[src/rtl/vx_fpu_round_sched_pkg.sv]
// Shared FPU rounding definitions: rounding-mode encodings, the per-request
// control bundle and the dynamic-mode resolution helper.
package vx_fpu_round_sched_pkg;

    localparam logic [2:0] INST_FRM_RNE = 3'b000;
    localparam logic [2:0] INST_FRM_RTZ = 3'b001;
    localparam logic [2:0] INST_FRM_RDN = 3'b010;
    localparam logic [2:0] INST_FRM_RUP = 3'b011;
    localparam logic [2:0] INST_FRM_RMM = 3'b100;
    localparam logic [2:0] INST_FRM_DYN = 3'b111;

    // Narrow per-request fields; abs and tag are width-parameterised and
    // travel alongside this bundle in the top.
    typedef struct packed {
        logic       sign;
        logic [1:0] rs;
        logic [2:0] rm;
        logic       eff_sub;
    } round_ctrl_t;

    typedef struct packed {
        logic       illegal;
        logic [2:0] mode;
    } rm_res_t;

    // DYN picks the CSR mode; anything outside RNE..RMM falls back to RTZ.
    function automatic rm_res_t resolve_rm(input logic [2:0] rm, input logic [2:0] frm);
        rm_res_t    res;
        logic [2:0] eff;
        eff = (rm == INST_FRM_DYN) ? frm : rm;
        if (eff > INST_FRM_RMM) begin
            res.illegal = 1'b1;
            res.mode    = INST_FRM_RTZ;
        end else begin
            res.illegal = 1'b0;
            res.mode    = eff;
        end
        return res;
    endfunction

endpackage

[src/rtl/vx_fpu_round_sched_rounding.sv]
// Combinational rounding unit: applies round/sticky under an already-resolved
// rounding mode and derives the zero/sign/inexact side results.
module vx_fpu_round_sched_rounding
    import vx_fpu_round_sched_pkg::*;
#(
    parameter int DAT_WIDTH = 32
) (
    input  logic [DAT_WIDTH-1:0] abs_value_i,
    input  logic                 sign_i,
    input  logic [1:0]           rs_i,
    input  logic [2:0]           rnd_mode_i,
    input  logic                 eff_sub_i,
    output logic [DAT_WIDTH-1:0] abs_rounded_o,
    output logic                 sign_o,
    output logic                 exact_zero_o,
    output logic                 inexact_o
);

    logic round_up;

    always_comb begin
        round_up = 1'b0;
        case (rnd_mode_i)
            INST_FRM_RNE: round_up = rs_i[1] & (rs_i[0] | abs_value_i[0]);
            INST_FRM_RDN: round_up = (|rs_i) & sign_i;
            INST_FRM_RUP: round_up = (|rs_i) & ~sign_i;
            INST_FRM_RMM: round_up = rs_i[1];
            default:      round_up = 1'b0;
        endcase
    end

    // Carry out of the top bit is dropped; the caller owns exponent carry.
    assign abs_rounded_o = abs_value_i + DAT_WIDTH'(round_up);
    assign exact_zero_o  = (abs_value_i == '0) & (rs_i == 2'b00);
    assign sign_o        = (exact_zero_o & eff_sub_i) ? (rnd_mode_i == INST_FRM_RDN) : sign_i;
    assign inexact_o     = |rs_i;

endmodule

[src/rtl/vx_fpu_round_sched.sv]
// Round-robin scheduler that shares one rounding unit among NUM_REQS FPU
// back-ends and registers the result into a valid/ready output stage.
module vx_fpu_round_sched
    import vx_fpu_round_sched_pkg::*;
#(
    parameter int NUM_REQS  = 4,
    parameter int DAT_WIDTH = 32,
    parameter int TAG_WIDTH = 8,
    parameter int IDX_W     = (NUM_REQS > 1) ? $clog2(NUM_REQS) : 1
) (
    input  logic                          clk,
    input  logic                          reset,
    input  logic [NUM_REQS-1:0]           req_valid,
    output logic [NUM_REQS-1:0]           req_ready,
    input  logic [NUM_REQS*DAT_WIDTH-1:0] req_abs_value,
    input  logic [NUM_REQS-1:0]           req_sign,
    input  logic [NUM_REQS*2-1:0]         req_rs,
    input  logic [NUM_REQS*3-1:0]         req_rnd_mode,
    input  logic [NUM_REQS-1:0]           req_eff_sub,
    input  logic [NUM_REQS*TAG_WIDTH-1:0] req_tag,
    input  logic [2:0]                    frm_csr,
    output logic                          rsp_valid,
    input  logic                          rsp_ready,
    output logic [DAT_WIDTH-1:0]          rsp_abs_value,
    output logic                          rsp_sign,
    output logic                          rsp_exact_zero,
    output logic                          rsp_inexact,
    output logic                          rsp_illegal_rm,
    output logic [IDX_W-1:0]              rsp_req_idx,
    output logic [TAG_WIDTH-1:0]          rsp_tag
);

    logic [DAT_WIDTH-1:0] abs_arr   [NUM_REQS];
    logic [TAG_WIDTH-1:0] tag_arr   [NUM_REQS];
    round_ctrl_t          ctrl_arr  [NUM_REQS];
    logic [IDX_W:0]       cand_sum  [NUM_REQS];
    logic [IDX_W-1:0]     cand_idx  [NUM_REQS];

    logic [IDX_W-1:0]     ptr_q, ptr_d;
    logic                 grant_found;
    logic [IDX_W-1:0]     grant_idx;
    logic [NUM_REQS-1:0]  grant;
    logic                 stage_en;
    logic                 fire;

    logic                 rsp_valid_q, rsp_valid_d;
    logic [DAT_WIDTH-1:0] rsp_abs_q;
    logic                 rsp_sign_q, rsp_exact_zero_q, rsp_inexact_q, rsp_illegal_rm_q;
    logic [IDX_W-1:0]     rsp_req_idx_q;
    logic [TAG_WIDTH-1:0] rsp_tag_q;

    round_ctrl_t          sel_ctrl;
    rm_res_t              sel_rm;
    logic [DAT_WIDTH-1:0] rnd_abs;
    logic                 rnd_sign, rnd_exact_zero, rnd_inexact;

    // Unpack the flat request buses and precompute the wrapped search order
    // starting at the priority pointer.
    for (genvar gi = 0; gi < NUM_REQS; gi++) begin : g_req
        assign abs_arr[gi]          = req_abs_value[gi*DAT_WIDTH +: DAT_WIDTH];
        assign tag_arr[gi]          = req_tag[gi*TAG_WIDTH +: TAG_WIDTH];
        assign ctrl_arr[gi].sign    = req_sign[gi];
        assign ctrl_arr[gi].rs      = req_rs[gi*2 +: 2];
        assign ctrl_arr[gi].rm      = req_rnd_mode[gi*3 +: 3];
        assign ctrl_arr[gi].eff_sub = req_eff_sub[gi];
        assign cand_sum[gi]         = {1'b0, ptr_q} + (IDX_W+1)'(gi);
        assign cand_idx[gi]         = (cand_sum[gi] >= (IDX_W+1)'(NUM_REQS))
                                    ? IDX_W'(cand_sum[gi] - (IDX_W+1)'(NUM_REQS))
                                    : cand_sum[gi][IDX_W-1:0];
    end

    // Walk from the farthest candidate down so the nearest valid one wins.
    always_comb begin
        grant_found = 1'b0;
        grant_idx   = '0;
        for (int k = NUM_REQS - 1; k >= 0; k--) begin
            if (req_valid[cand_idx[k]]) begin
                grant_found = 1'b1;
                grant_idx   = cand_idx[k];
            end
        end
    end

    assign grant     = grant_found ? (NUM_REQS'(1) << grant_idx) : '0;
    assign stage_en  = ~rsp_valid_q | rsp_ready;
    assign req_ready = grant & {NUM_REQS{stage_en & ~reset}};
    assign fire      = |(req_valid & req_ready);

    always_comb begin
        ptr_d = ptr_q;
        if (fire) begin
            ptr_d = (32'(grant_idx) + 1 >= NUM_REQS) ? '0 : grant_idx + IDX_W'(1);
        end
    end

    assign sel_ctrl = ctrl_arr[grant_idx];
    assign sel_rm   = resolve_rm(sel_ctrl.rm, frm_csr);

    vx_fpu_round_sched_rounding #(
        .DAT_WIDTH (DAT_WIDTH)
    ) u_rounding (
        .abs_value_i   (abs_arr[grant_idx]),
        .sign_i        (sel_ctrl.sign),
        .rs_i          (sel_ctrl.rs),
        .rnd_mode_i    (sel_rm.mode),
        .eff_sub_i     (sel_ctrl.eff_sub),
        .abs_rounded_o (rnd_abs),
        .sign_o        (rnd_sign),
        .exact_zero_o  (rnd_exact_zero),
        .inexact_o     (rnd_inexact)
    );

    always_comb begin
        rsp_valid_d = rsp_valid_q;
        if (fire) begin
            rsp_valid_d = 1'b1;
        end else if (rsp_ready) begin
            rsp_valid_d = 1'b0;
        end
    end

    always_ff @(posedge clk) begin
        if (reset) begin
            ptr_q            <= '0;
            rsp_valid_q      <= 1'b0;
            rsp_abs_q        <= '0;
            rsp_sign_q       <= 1'b0;
            rsp_exact_zero_q <= 1'b0;
            rsp_inexact_q    <= 1'b0;
            rsp_illegal_rm_q <= 1'b0;
            rsp_req_idx_q    <= '0;
            rsp_tag_q        <= '0;
        end else begin
            ptr_q       <= ptr_d;
            rsp_valid_q <= rsp_valid_d;
            if (fire) begin
                rsp_abs_q        <= rnd_abs;
                rsp_sign_q       <= rnd_sign;
                rsp_exact_zero_q <= rnd_exact_zero;
                rsp_inexact_q    <= rnd_inexact;
                rsp_illegal_rm_q <= sel_rm.illegal;
                rsp_req_idx_q    <= grant_idx;
                rsp_tag_q        <= tag_arr[grant_idx];
            end
        end
    end

    assign rsp_valid      = rsp_valid_q;
    assign rsp_abs_value  = rsp_abs_q;
    assign rsp_sign       = rsp_sign_q;
    assign rsp_exact_zero = rsp_exact_zero_q;
    assign rsp_inexact    = rsp_inexact_q;
    assign rsp_illegal_rm = rsp_illegal_rm_q;
    assign rsp_req_idx    = rsp_req_idx_q;
    assign rsp_tag        = rsp_tag_q;

endmodule

[config.mk]
export PLATFORM = sky130hd
export DESIGN_NAME = vx_fpu_round_sched
export DESIGN_NICKNAME = d
export VERILOG_FILES = /design/src/rtl/vx_fpu_round_sched_pkg.sv /design/src/rtl/vx_fpu_round_sched_rounding.sv /design/src/rtl/vx_fpu_round_sched.sv
export SDC_FILE = /design/constraint.sdc
export NUM_CORES = 1
export LEC_CHECK = 0
export CAP_MARGIN = 20
export CORE_MARGIN = 5
export CORE_UTILIZATION = 35
export CTS_CLUSTER_SIZE = 12
export DETAILED_ROUTE_END_ITERATION = 6
export PLACE_DENSITY = 0.75
export SLEW_MARGIN = 10
export SYNTH_ARGS = -nofsm -noshare
export SYNTH_HDL_FRONTEND = slang
export SYNTH_HIERARCHICAL = 1
export SYNTH_SLANG_ARGS = --single-unit
[constraint.sdc]
create_clock -name clk -period 5.7 [get_ports clk]
set_input_delay 0.855 -clock clk [delete_from_list [all_inputs] [get_ports clk]]
set_output_delay 0.855 -clock clk [all_outputs]
set_load 0.005 [all_outputs]
==> impl_metrics.py <==
metrics = {
    "final_layout": {
        "nets": 1090,
        "syn_to_final_growth_pct": 63.4,
        "stdcell_count": 1033,
        "layout-drive-gt1-share": 0.0474,
        "antennaDiodeCount": 0,
    },
    "route": {
        "final_antenna_net_count": 0,
        "vias": 5353,
        "routedWlPerCell_microns": 16.7,
        "wl_mm": 17.2,
        "first_iter_violations": 275,
        "drc": 0,
        "drtPass1Iterations": 4,
        "via_per_inst": 5.18,
    },
    "power": {
        "p_leak_nw": 2.66,
        "peakVddDrop_mv": 0.130,
        "pwr_density_cell_nw_per_um2": 214,
    },
    "synth": {
        "syn_area_sq_um": 4260,
        "synth.top_cell.area_share": 0.230,
        "yosysWarnings": 6,
        "synth_fp_nets": 872,
        "synth-seq-cells": 49,
        "syn_avg_cell_area_sq_um": 6.39,
        "synth_ff_type": "dfxtp_1",
        "synth_enable_flop_cells": 0,
        "synth_largest_area_cell": "dfxtp_1",
        "synthesis.instances": 667,
        "synthTopCellsByArea": "dfxtp_1 (23%), nand2_1 (23%), a21oi_1 (5.8%)",
        "synth.distinct_cells": 54,
        "synthArstFlopShare": 0,
        "ys_seq_area_frac": 0.230,
    },
    "cts": {
        "cts_max_level": 2,
        "clock_sinks": 49,
        "cts_buffers": 5,
        "post_cts_buffers": 0,
        "clockBufferDepth": 2,
        "clkLatencyLatePin_ns": 0.29,
        "path_clk_slew_ns": 0.07,
        "clock-root-buffer": "clkbuf_16",
        "cts-hold-fix-buffers": 0,
        "cts-resized-gates": 0,
        "cts_tree": "built",
    },
    "sta": {
        "rsz0062_at_grt": "false",
        "setup_viol": 0,
        "tightestPinTransition_ns": 0.976,
        "slew_headroom": 0.349,
        "hold_violations": 0,
        "max_freq_mhz": 197,
        "finalCritPeriodShare": 0.890,
        "clock_skew_ns": 0.00745,
        "tns_ns": 0,
        "maxSlewViolCount": 0,
        "finalCriticalPeriod_ns": 5.07,
    },
    "die": {
        "start_util": 0.356,
        "dieArea_sq_um": 14500,
        "io_pins": 249,
        "die_w_microns": 120,
        "rows": 40,
        "core-area_sq_um": 12000,
        "die_y_microns": 120,
    },
    "placement": {
        "place_inst": 1025,
        "place_congestion": 0.902,
        "port_buffers": 248,
        "hpwlAfterDp_mm": 13.5,
    },
    "flow_run": {
        "drv_cap": 0,
    },
    "global_routing": {
        "grt_pass1_vias": 5240,
        "grt_overflow": 0,
        "grt_pass1_wl_mm": 26.7,
        "grt_usage": 0.225,
        "grt_max_degree": 51,
        "antenna_found_initial": 0,
    },
    "hold_path": {
        "hold_end": "rsp_abs_value[5]",
        "min_path_cells": 2,
        "min_from": "rsp_abs_value[5]",
        "hold_path_class": "reg -> reg",
    },
    "worst_setup_path": {
        "r2r_start": "ptr_q[0]",
        "reg2regPathDepth": 19,
        "arrival_ns": 5.21,
        "critPathLaunchType": "input port",
        "required_ns": 5.83,
        "cp_slowest_cell": "clkdlybuf4s50_1",
        "end_kind": "flop",
        "max_stage_delay_ns": 0.56,
        "worstPathCellList": "clkdlybuf4s50_1 -> nor2b_1 -> or4_1 -> buf_4 -> and2_4 -> inv_2 -> buf_4 -> nand2_1 -> a31oi_1 -> xnor2_1 -> o32ai_1 -> ha_1 -> ha_1 -> nand4_1 -> nor3_1 -> buf_4 -> nand4_1 -> xnor2_1 -> nand2_1 -> a21oi_1",
        "r2r_setup_slack_ns": 1.37,
        "critPathMaxFanout": 20,
        "critPathMostFrequentCell": "buf_4",
        "r2r_end": "rsp_abs_value[22]",
        "critPathKind": "in -> reg",
    },
    "outcome": {
        "status": "finished, final reports clean",
    },
}
stage by stage:
stage	total power, W	util	hold slack (ns)	instance area, sq um	setup slack [ns]
final	0.00149	0.582	0.453	6960	0.625
after global placement	0.00119	0.569	0.441	6810	0.436
after floorplan	0.000850	-	0.453	4260	1.18
after global routing	0.00159	0.582	0.477	6960	0.191
after detailed placement	0.00119	0.569	0.447	6810	0.337
after CTS	0.00150	0.582	0.457	6960	0.627
cell usage in the layout, fill, tap and decap left out, drive strengths merged, types with 9 or more instances in the layout:
cell type,synthesis,layout
xnor2,25,25
and3,40,40
nand3,23,23
dfxtp,49,49
nor4,14,14
a21oi,49,49
buf,16,16
nand2,260,260
clkdlybuf4s50,0,247
nand4,11,11
a211oi,9,9
a31oi,36,36
nor2,12,12
cell type report:
class                           instances  area (sq um)
Fill cell                            1156          5000
Tap cell                              147           184
Inverter                                7          26.3
Multi-Input combinational cell        559          3030
Clock inverter                          3          25.0
Sequential cell                        49           981
Timing Repair Buffer                  263          2590
Clock buffer                            5           125
Yosys cell counts, types with 2 or more instances:
cell / n
nand2_1: 259
a21oi_1: 49
dfxtp_1: 49
and3_1: 39
a31oi_1: 36
clkbuf_1: 36
xnor2_1: 25
nand3_1: 23
buf_2: 13
nor2_1: 12
nor4_1: 11
a211oi_1: 9
nand4_1: 9
a21boi_0: 8
a311o_1: 8
and2_1: 7
ha_1: 7
inv_1: 6
nor3_1: 6
xor2_1: 6
nor2b_1: 4
nor3b_1: 4
and4_1: 3
a21bo_2: 2
a221oi_1: 2
a22oi_1: 2
buf_4: 2
nand2b_1: 2
nor4_2: 2
o211a_1: 2
routing by layer:
metal  up-vias  global-route usage  routed length [microns]
li1       2732                   -                        -
met1      2410               0.278                     7060
met2       201               0.397                     8330
met3        10              0.0627                     1650
met4         0              0.0390                      170
met5         -                   0                        0
power by group:
group | leakage [nW] | internal, W | switching, W | total (W)
logic | 2.19 | 0.000374 | 0.000407 | 0.000782
clock network | 0.0704 | 0.000165 | 0.000141 | 0.000307
registers | 0.400 | 0.000380 | 0.0000207 | 0.000400
total | 2.66 | 0.000919 | 0.000569 | 0.00149
logic make-up (layout without fill, tap and decap cells):
family / count (synthesis) / count (layout) / synth area share
simple gates: 393 / 393 / 0.428
xor+xnor: 31 / 31 / 0.0637
flops: 49 / 49 / 0.230
mux: 2 / 2 / 0.00529
buf+inv: 59 / 278 / 0.0593
fa+ha+maj: 7 / 7 / 0.0206
compound gates: 126 / 126 / 0.193
worst max-delay path: cells and delay by family:
family,cells,cell delay [ns]
buffers and inverters,5,1.50
AO/OA/AOI/OAI,3,0.64
adder cells (fa/ha/maj),2,0.47
XOR/XNOR,2,0.27
AND/OR/NAND/NOR,8,1.47
worst max path at each step:
stage	depth (start not counted)	startpoint	slack [ns]	endpoint
floorplan	19	req_valid[2]	1.18	rsp_abs_value[28]
global placement	19	req_valid[1]	0.44	rsp_abs_value[28]
detailed placement	19	req_valid[1]	0.34	rsp_abs_value[22]
CTS	19	req_valid[1]	0.63	rsp_abs_value[22]
global route	20	req_valid[1]	0.19	rsp_abs_value[22]
finish	20	req_valid[1]	0.63	rsp_abs_value[22]
state kept, by name, summed over array words and instances (netlist names):
name	cells
rsp_tag	8
rsp_illegal_rm	1
rsp_valid	1
rsp_req_idx	2
ptr_q	2
rsp_abs_value	32
rsp_exact_zero	1
rsp_inexact	1
rsp_sign	1
(Power assumes the default switching activity.)
